[src/rtl/sram_stream_engine.sv]
// sram_stream_engine: streams a length-prefixed block from input SRAM through a transform into output SRAM
module sram_stream_engine #(
    parameter int DATA_W   = 16,
    parameter int ADDR_W   = 12,
    parameter int RD_LAT   = 1,
    parameter int SRC_BASE = 0,
    parameter int DST_BASE = 0,
    parameter int MAX_LEN  = 1024
) (
    input  logic              clk,
    input  logic              reset_b,
    input  logic              dut_run,
    input  logic [1:0]        dut_mode,
    output logic              dut_busy,
    output logic [ADDR_W-1:0] sram_dut_read_addr,
    input  logic [DATA_W-1:0] dut_sram_read_data,
    output logic              dut_sram_write_enable,
    output logic [ADDR_W-1:0] dut_sram_write_addr,
    output logic [DATA_W-1:0] dut_sram_write_data
);
    typedef enum logic [2:0] {IDLE, HDR_WAIT, STREAM, DRAIN, DONE} state_t;

    state_t              state, state_nxt;
    logic [ADDR_W-1:0]   cnt, len, wcnt, hdr_len;
    logic [RD_LAT-1:0]   tags, tags_nxt;
    logic [1:0]          mode_q;
    logic [DATA_W-1:0]   acc, y;
    logic [31:0]         hdr;
    logic                hdr_ready, last_issue;

    assign hdr        = 32'(dut_sram_read_data);
    assign hdr_len    = (hdr > 32'(MAX_LEN)) ? ADDR_W'(MAX_LEN) : ADDR_W'(hdr);
    assign hdr_ready  = (state == HDR_WAIT) && (cnt == ADDR_W'(RD_LAT));
    assign last_issue = (state == STREAM) && (cnt == len - 1'b1);
    // a tag marks a word whose address is on the bus this cycle; it surfaces when that word's data is valid
    assign tags_nxt   = (tags << 1) | RD_LAT'(state == STREAM);

    // acc holds the running sum for prefix mode and the previous input word for delta mode
    always_comb begin
        y = (mode_q == 2'b00) ? dut_sram_read_data :
            (mode_q == 2'b01) ? acc + dut_sram_read_data :
            (mode_q == 2'b10) ? dut_sram_read_data - acc : ~dut_sram_read_data;
    end

    // state register
    always_ff @(posedge clk or negedge reset_b) begin
        if (!reset_b) state <= IDLE;
        else          state <= state_nxt;
    end

    // next-state logic
    always_comb begin
        state_nxt = state;
        case (state)
            IDLE:     if (dut_run) state_nxt = HDR_WAIT;
            HDR_WAIT: if (hdr_ready) state_nxt = (hdr_len == '0) ? DONE : STREAM;
            STREAM:   if (last_issue) state_nxt = DRAIN;
            DRAIN:    if (tags_nxt == '0) state_nxt = DONE;
            default:  state_nxt = IDLE;
        endcase
    end

    // read issue, tag pipeline, transform and write port
    always_ff @(posedge clk or negedge reset_b) begin
        if (!reset_b) begin
            dut_busy              <= 1'b0;
            sram_dut_read_addr    <= '0;
            dut_sram_write_enable <= 1'b0;
            dut_sram_write_addr   <= '0;
            dut_sram_write_data   <= '0;
            tags                  <= '0;
            cnt                   <= '0;
            len                   <= '0;
            wcnt                  <= '0;
            acc                   <= '0;
            mode_q                <= 2'b00;
        end else begin
            tags                  <= tags_nxt;
            dut_sram_write_enable <= tags[RD_LAT-1];
            if (tags[RD_LAT-1]) begin
                dut_sram_write_data <= y;
                dut_sram_write_addr <= ADDR_W'(DST_BASE) + wcnt;
                wcnt                <= wcnt + 1'b1;
                acc                 <= (mode_q == 2'b01) ? y : dut_sram_read_data;
            end
            if (state == IDLE && dut_run) begin
                dut_busy           <= 1'b1;
                sram_dut_read_addr <= ADDR_W'(SRC_BASE);
                mode_q             <= dut_mode;
                cnt                <= '0;
                wcnt               <= '0;
                acc                <= '0;
            end
            if (state == HDR_WAIT) begin
                if (hdr_ready) begin
                    len                <= hdr_len;
                    sram_dut_read_addr <= ADDR_W'(SRC_BASE + 1);
                    cnt                <= '0;
                end else begin
                    cnt <= cnt + 1'b1;
                end
            end
            if (state == STREAM && !last_issue) begin
                sram_dut_read_addr <= sram_dut_read_addr + 1'b1;
                cnt                <= cnt + 1'b1;
            end
            if (state == DONE) dut_busy <= 1'b0;
        end
    end
endmodule

[config.mk]
export PLATFORM = sky130hd
export DESIGN_NAME = sram_stream_engine
export DESIGN_NICKNAME = d
export VERILOG_FILES = /design/src/rtl/sram_stream_engine.sv
export SDC_FILE = /design/constraint.sdc
export NUM_CORES = 1
export LEC_CHECK = 0
export CAP_MARGIN = 0
export CORE_ASPECT_RATIO = 1.4
export CORE_MARGIN = 3
export CORE_UTILIZATION = 38
export CTS_CLUSTER_DIAMETER = 60
export DETAILED_ROUTE_END_ITERATION = 6
export PLACE_DENSITY = 0.56
export SETUP_SLACK_MARGIN = 0.5
export SYNTH_ARGS = -nofsm -noshare
export SYNTH_HDL_FRONTEND = slang
export SYNTH_SLANG_ARGS = --single-unit
[constraint.sdc]
create_clock -name clk -period 5.4 [get_ports clk]
set_input_delay 1.08 -clock clk [delete_from_list [all_inputs] [get_ports clk]]
set_output_delay 1.08 -clock clk [all_outputs]
set_load 0.02 [all_outputs]
==> metrics.txt, run 1 <==
Starting Density 39.0%; TritonCTS clock tree done; Leakage 3.52 nW; pre-CTS setup slack 1.11 ns; Worst Path Max Fanout 9; port bufs 62; hold slack between 0.4 and 0.5 ns; largest net degree at the start of global routing between 50 and 60; Die ar. 20300 sq um; Cell Area, Synth about 7000 sq um; Setup crit start dut_sram_read_data[1]; Tmin final 3.95 ns; peak supply drop 0.129 mV; Reg area 2500 sq um; Setup TNS 0 ns; syn_area_per_cell roughly 8.6 sq um; Final setup viols 0; Placed Cells 1082; Die H 167 um; number of synthesized flops with an enable pin 0; IO Count 63; first-pass GRT wire length 33.1 mm; # diodes 0; hold wc startpoint sram_dut_read_addr[11]; Post-synth top flop dfrtp_1; end point of the critical path acc[13]; CTS HTree Levels 3; DR vias 6366; syn_nets 882; Max Clock Freq 253 MHz; hold buffers post-CTS 0; Max Slew Vio Count 0; library cells used by synthesis 69; cell count after synthesis 823; RePlAce Congestion 0.936; initial antenna violation count 0; Final Hold Fails 0; Post-CTS Setup Repair Bufs 0; status finished, final reports clean; Pwr Density 217 nW/um^2; Filler cells about 1700; unrepaired setup endpoints after global routing false; Reg2Reg Launch Point len[2]; ys async rst share 100%; total track usage 20.3%; YS warnings 0; most common cell after layout, fill and taps aside dfrtp_1; WP data arrival roughly 4.2 ns; critical path capture point type flip-flop; post-layout worst setup margin 1.45 ns; Non-Filler Instances 1098; vias in the first global route approximately 6400; Data required, critical path 5.68 ns; Core ar. 18100 sq um; max_cap viols 0; Layout Skew between 0.005 and 0.006 ns; DIE WIDTH around 120 um; DR pass1 iterations 5; clock buffer depth 2; clk_lat worst skew about 0.36 ns; clock sink total 100; Area Growth Syn to Fin 15.6%; gr ovfl total 0; Worst R2R Path Depth 8; leading cell types in the layout, fill and taps excluded dfrtp_1, nor2_1, nand2_1; DRC Markers 0; Vias/cell 5.80; post-CTS sizing 0; sequential share of the synthesized area a little over a third; Worst R2R Setup Slack roughly 2.3 ns; Clock transition at path regs ~0.080 ns; flops & latches, synth 100; Row Count 58; worst-margin pin slew approximately 0.89 ns; worst hold path type reg -> reg; CP Class in -> reg; Routed Antenna Nets 0; fin nets 912; Final period util ~73%; cts bufs inserted 9; WL per Instance 18.5 um; reg2reg end sram_dut_read_addr[10]; layout cells sized above 1 6.99%; DPL Wire Length ~14 mm; area of the multi-input gates roughly 4200 sq um; Slew headroom 40.7%; startpoint types input pin; CTS root buffer clkbuf_16; DRT iter0 DRCs 335; Detailed Route WL 20.3 mm
## power by group
part           internal, mW  total (mW)  switching [mW]  leakage, nW
clock                 0.376       0.711           0.335        0.159
combinational         0.108       0.287           0.179         2.16
sequential            0.760       0.772          0.0120         1.21
total                  1.24        1.77           0.525         3.52
## critical path, cell delays in order
cell	delay (ns)
clkdlybuf4s50_1	0.71
ha_1	0.31
nand2b_1	0.16
a221oi_1	0.42
o22ai_1	0.27
o41ai_2	0.58
a21oi_1	0.20
mux2i_1	0.24
o211ai_1	0.13
o22ai_1	0.14
## per-layer routing
metal	up-vias	track usage, %	part of all wire, %
li1	3019	-	-
met1	3129	24.1	41
met2	164	36.4	52
met3	54	2.67	3.8
met4	0	8.58	3.5
met5	-	0	0
## state kept, by name, summed over array words and instances (netlist names)
register,flops
dut_sram_write_data,16
dut_busy,1
wcnt,12
sram_dut_read_addr,12
dut_sram_write_addr,12
acc,16
mode_q,2
len,12
cnt,12
dut_sram_write_enable,1
state,3
tags,1
## synth_stat cells (3+ instances only)
master,count,area (sq um)
nand3_1,24,120
nor4_1,10,62.6
o211ai_1,9,67.6
a311oi_1,5,43.8
o21a_1,4,30.0
a21o_1,12,90.1
or3_1,10,62.6
nor2b_1,10,62.6
inv_1,43,161
o2111ai_1,4,35.0
ha_1,36,450
a21oi_1,47,235
nor4b_1,3,26.3
o31ai_1,8,60.1
buf_1,4,15.0
mux2i_1,24,240
a221oi_1,3,26.3
or2_2,7,43.8
xnor2_1,20,175
o22ai_1,6,37.5
clkbuf_1,43,161
xor2_1,16,140
o21ai_0,32,160
a22o_1,13,114
and2_1,5,31.3
a22oi_1,5,37.5
dfrtp_1,100,2500
nand4_1,14,87.6
mux2_2,15,169
a21boi_0,3,22.5
nand2b_1,22,138
and3_1,13,81.3
o211a_1,3,30.0
nor2_1,78,293
nor3_1,28,140
a31o_2,3,26.3
nand2_1,70,263
a31oi_1,11,68.8
a211oi_1,19,143
## layout make-up
| cell class | count | area share [%] |
|---|---|---|
| flip-flops and latches | 100 | 30.7 |
| inverters | 43 | 1.98 |
| clock inverters | 7 | 1.20 |
| clock buffers | 9 | 2.76 |
| multi-input cells | 629 | 51.4 |
| well taps | 240 | 3.68 |
| repair buffers | 70 | 8.31 |
## through the flow
step,util [%],total power [mW],instance area [sq um]
after floorplan,-,0.971,7050
after global placement,43.4,1.06,7840
after detailed placement,43.4,1.07,7840
after CTS,45.1,1.79,8160
after global routing,45.1,1.85,8160
final,45.1,1.77,8160
## cells by family (layout without fill, tap and decap cells)
kind of cell	count (synthesis)	in the layout	share of synthesized area, %
adder cells (fa/ha/maj)	38	38	6.95
AND/OR/NAND/NOR	304	304	21.3
flip-flops	100	100	35.5
multiplexers	39	39	5.80
buffers and inverters	94	129	5.20
XOR/XNOR	36	36	4.47
AO/OA/AOI/OAI	212	212	20.8
## how the worst min path moves through the flow
stage	to	slack, ns	depth (start not counted)
4_1_cts	sram_dut_read_addr[11]	0.48	1
2_1_floorplan	dut_sram_write_enable	0.35	0
3_5_place_dp	dut_sram_write_data[1]	0.47	1
3_3_place_gp	dut_sram_write_data[4]	0.47	1
5_1_grt	dut_sram_write_data[4]	0.51	1
6_report	sram_dut_read_addr[11]	0.48	1
Power figures use the tool's default switching activity.
==> run 2: changes to the inputs <==
==> constraint.sdc (replaced) <==
create_clock -name clk -period 3.9 [get_ports clk]
set_input_delay 0.78 -clock clk [delete_from_list [all_inputs] [get_ports clk]]
set_output_delay 0.78 -clock clk [all_outputs]
set_load 0.02 [all_outputs]
==> metrics.txt, run 2 (same netlist as run 1, synthesis figures left out) <==
status finished, final reports clean; clk_lat worst skew approximately 0.37 ns; Detailed Route WL 20.8 mm; Starting Density 39.0%; DPL Wire Length 14.9 mm; Filler cells 1708; Max Clock Freq 300 MHz; Pwr Density 288 nW/um^2; Worst Path Max Fanout 8; hold buffers post-CTS 0; CTS HTree Levels 3; Die ar. 20300 sq um; Max Slew Vio Count 0; clock sink total 100; startpoint types input pin; Area after DPL 8100 sq um; max_cap viols 0; Data required, critical path 4.13 ns; RePlAce Congestion 0.920; Core ar. about 18000 sq um; WP data arrival 3.56 ns; port bufs 62; CP Class in -> reg; # diodes 0; Final Hold Fails 0; Tmin final 3.33 ns; Final setup viols 0; Setup TNS 0 ns; Leakage approximately 3.7 nW; initial antenna violation count 0; clock buffer depth 2; Slew headroom 53.2%; DR vias 6462; total track usage 20.8%; Clock transition at path regs 0.08 ns; Reg area 2500 sq um; Routed Antenna Nets 0; Layout Skew 0.0171 ns; most frequent CP cell buf_4; Row Count 58; crit-path cells clkdlybuf4s50_1 -> buf_4 -> ha_1 -> nand2b_1 -> a221oi_2 -> o22ai_2 -> o41ai_2 -> buf_4 -> a21oi_1 -> mux2i_1 -> a32oi_1 -> o31ai_1; most common cell after layout, fill and taps aside dfrtp_1; Vias/cell 5.70; peak supply drop between 0.15 and 0.2 mV; gr ovfl total 0; Slowest-stage cell, CP clkdlybuf4s50_1; hold slack 0.452 ns; worst hold path type in -> async; cts bufs inserted 9; Buf/Inv on CP 3; DRT iter0 DRCs 412; area of the multi-input gates 4230 sq um; vias in the first global route ~6400; Area Growth Syn to Fin 19.7%; IO Count 63; CTS root buffer clkbuf_16; Final period util 85.4%; Die H 167 um; biggest regs acc: 16 flops, dut_sram_write_data: 16 flops; fin nets 947; layout cells sized above 1 11.5%; worst-margin pin slew 0.703 ns; DRC Markers 0; first-pass GRT wire length 34.0 mm; critical path capture point type flip-flop; DR pass1 iterations 5; unrepaired setup endpoints after global routing true; DIE WIDTH 121 um; WL per Instance 18.4 um; TritonCTS clock tree done; family with the most delay on the worst path compound AO/OA/AOI/OAI gates; crit-path max cell delay approximately 0.56 ns; leading cell types in the layout, fill and taps excluded dfrtp_1, nor2_1, nand2_1; largest net degree at the start of global routing 55; Finished Cell Area approximately 8400 sq um
-- run 2: layer usage --
| layer | wire, um | track usage [%] | vias to the layer above | share of wire, % |
|---|---|---|---|---|
| met5 | 0 | 0 | - | 0 |
| li1 | - | - | 3085 | - |
| met1 | 8360 | 24.7 | 3165 | 40 |
| met4 | 777 | 9.41 | 0 | 3.7 |
| met3 | 806 | 2.43 | 45 | 3.9 |
| met2 | 10900 | 37.3 | 167 | 52 |
-- run 2: area by class of cell --
| cell class | count | area share [%] |
|---|---|---|
| clock buffers | 9 | 2.67 |
| clock inverters | 7 | 0.800 |
| well taps | 240 | 3.56 |
| flip-flops and latches | 100 | 29.7 |
| repair buffers | 105 | 11.3 |
| multi-input cells | 629 | 50.1 |
| inverters | 43 | 1.91 |
-- run 2: worst paths after layout --
path	startpoint	end	slack [ns]	depth (start not counted)
max	dut_sram_read_data[1]	dut_sram_write_data[13]	0.57	12
min	reset_b	cnt[11]	0.45	1
max reg2reg	len[2]	sram_dut_read_addr[10]	0.82	8
min reg2reg	dut_sram_write_data[1]	dut_sram_write_data[1]	0.49	1
max in group asynchronous	reset_b	acc[8]	2.62	2
min in group clk	dut_sram_write_data[1]	dut_sram_write_data[1]	0.49	1
-- run 2: report_power, final --
part	switching, mW	internal [mW]	leakage (nW)
Combinational	0.256	0.180	2.35
Sequential	0.0195	1.05	1.21
Clock	0.475	0.450	0.139
Total	0.750	1.68	3.69
-- run 2: repair_timing --
action,in CTS,in global routing
setup buffers,0,2
resized for setup,2,10
endpoints found under the setup margin,3,14
pin swaps,0,4
-- run 2: stage by stage --
stage          worst slack (ns)  util (%)  cells  power, mW
2_1_floorplan             0.728         -    823       1.34
3_3_place_gp             0.0494      44.8   1115       1.51
3_5_place_dp             0.0511      44.8   1115       1.51
4_1_cts                   0.460      46.4   1131       2.45
5_1_grt                   0.451      46.7   1133       2.54
6_report                  0.570      46.7   1133       2.43
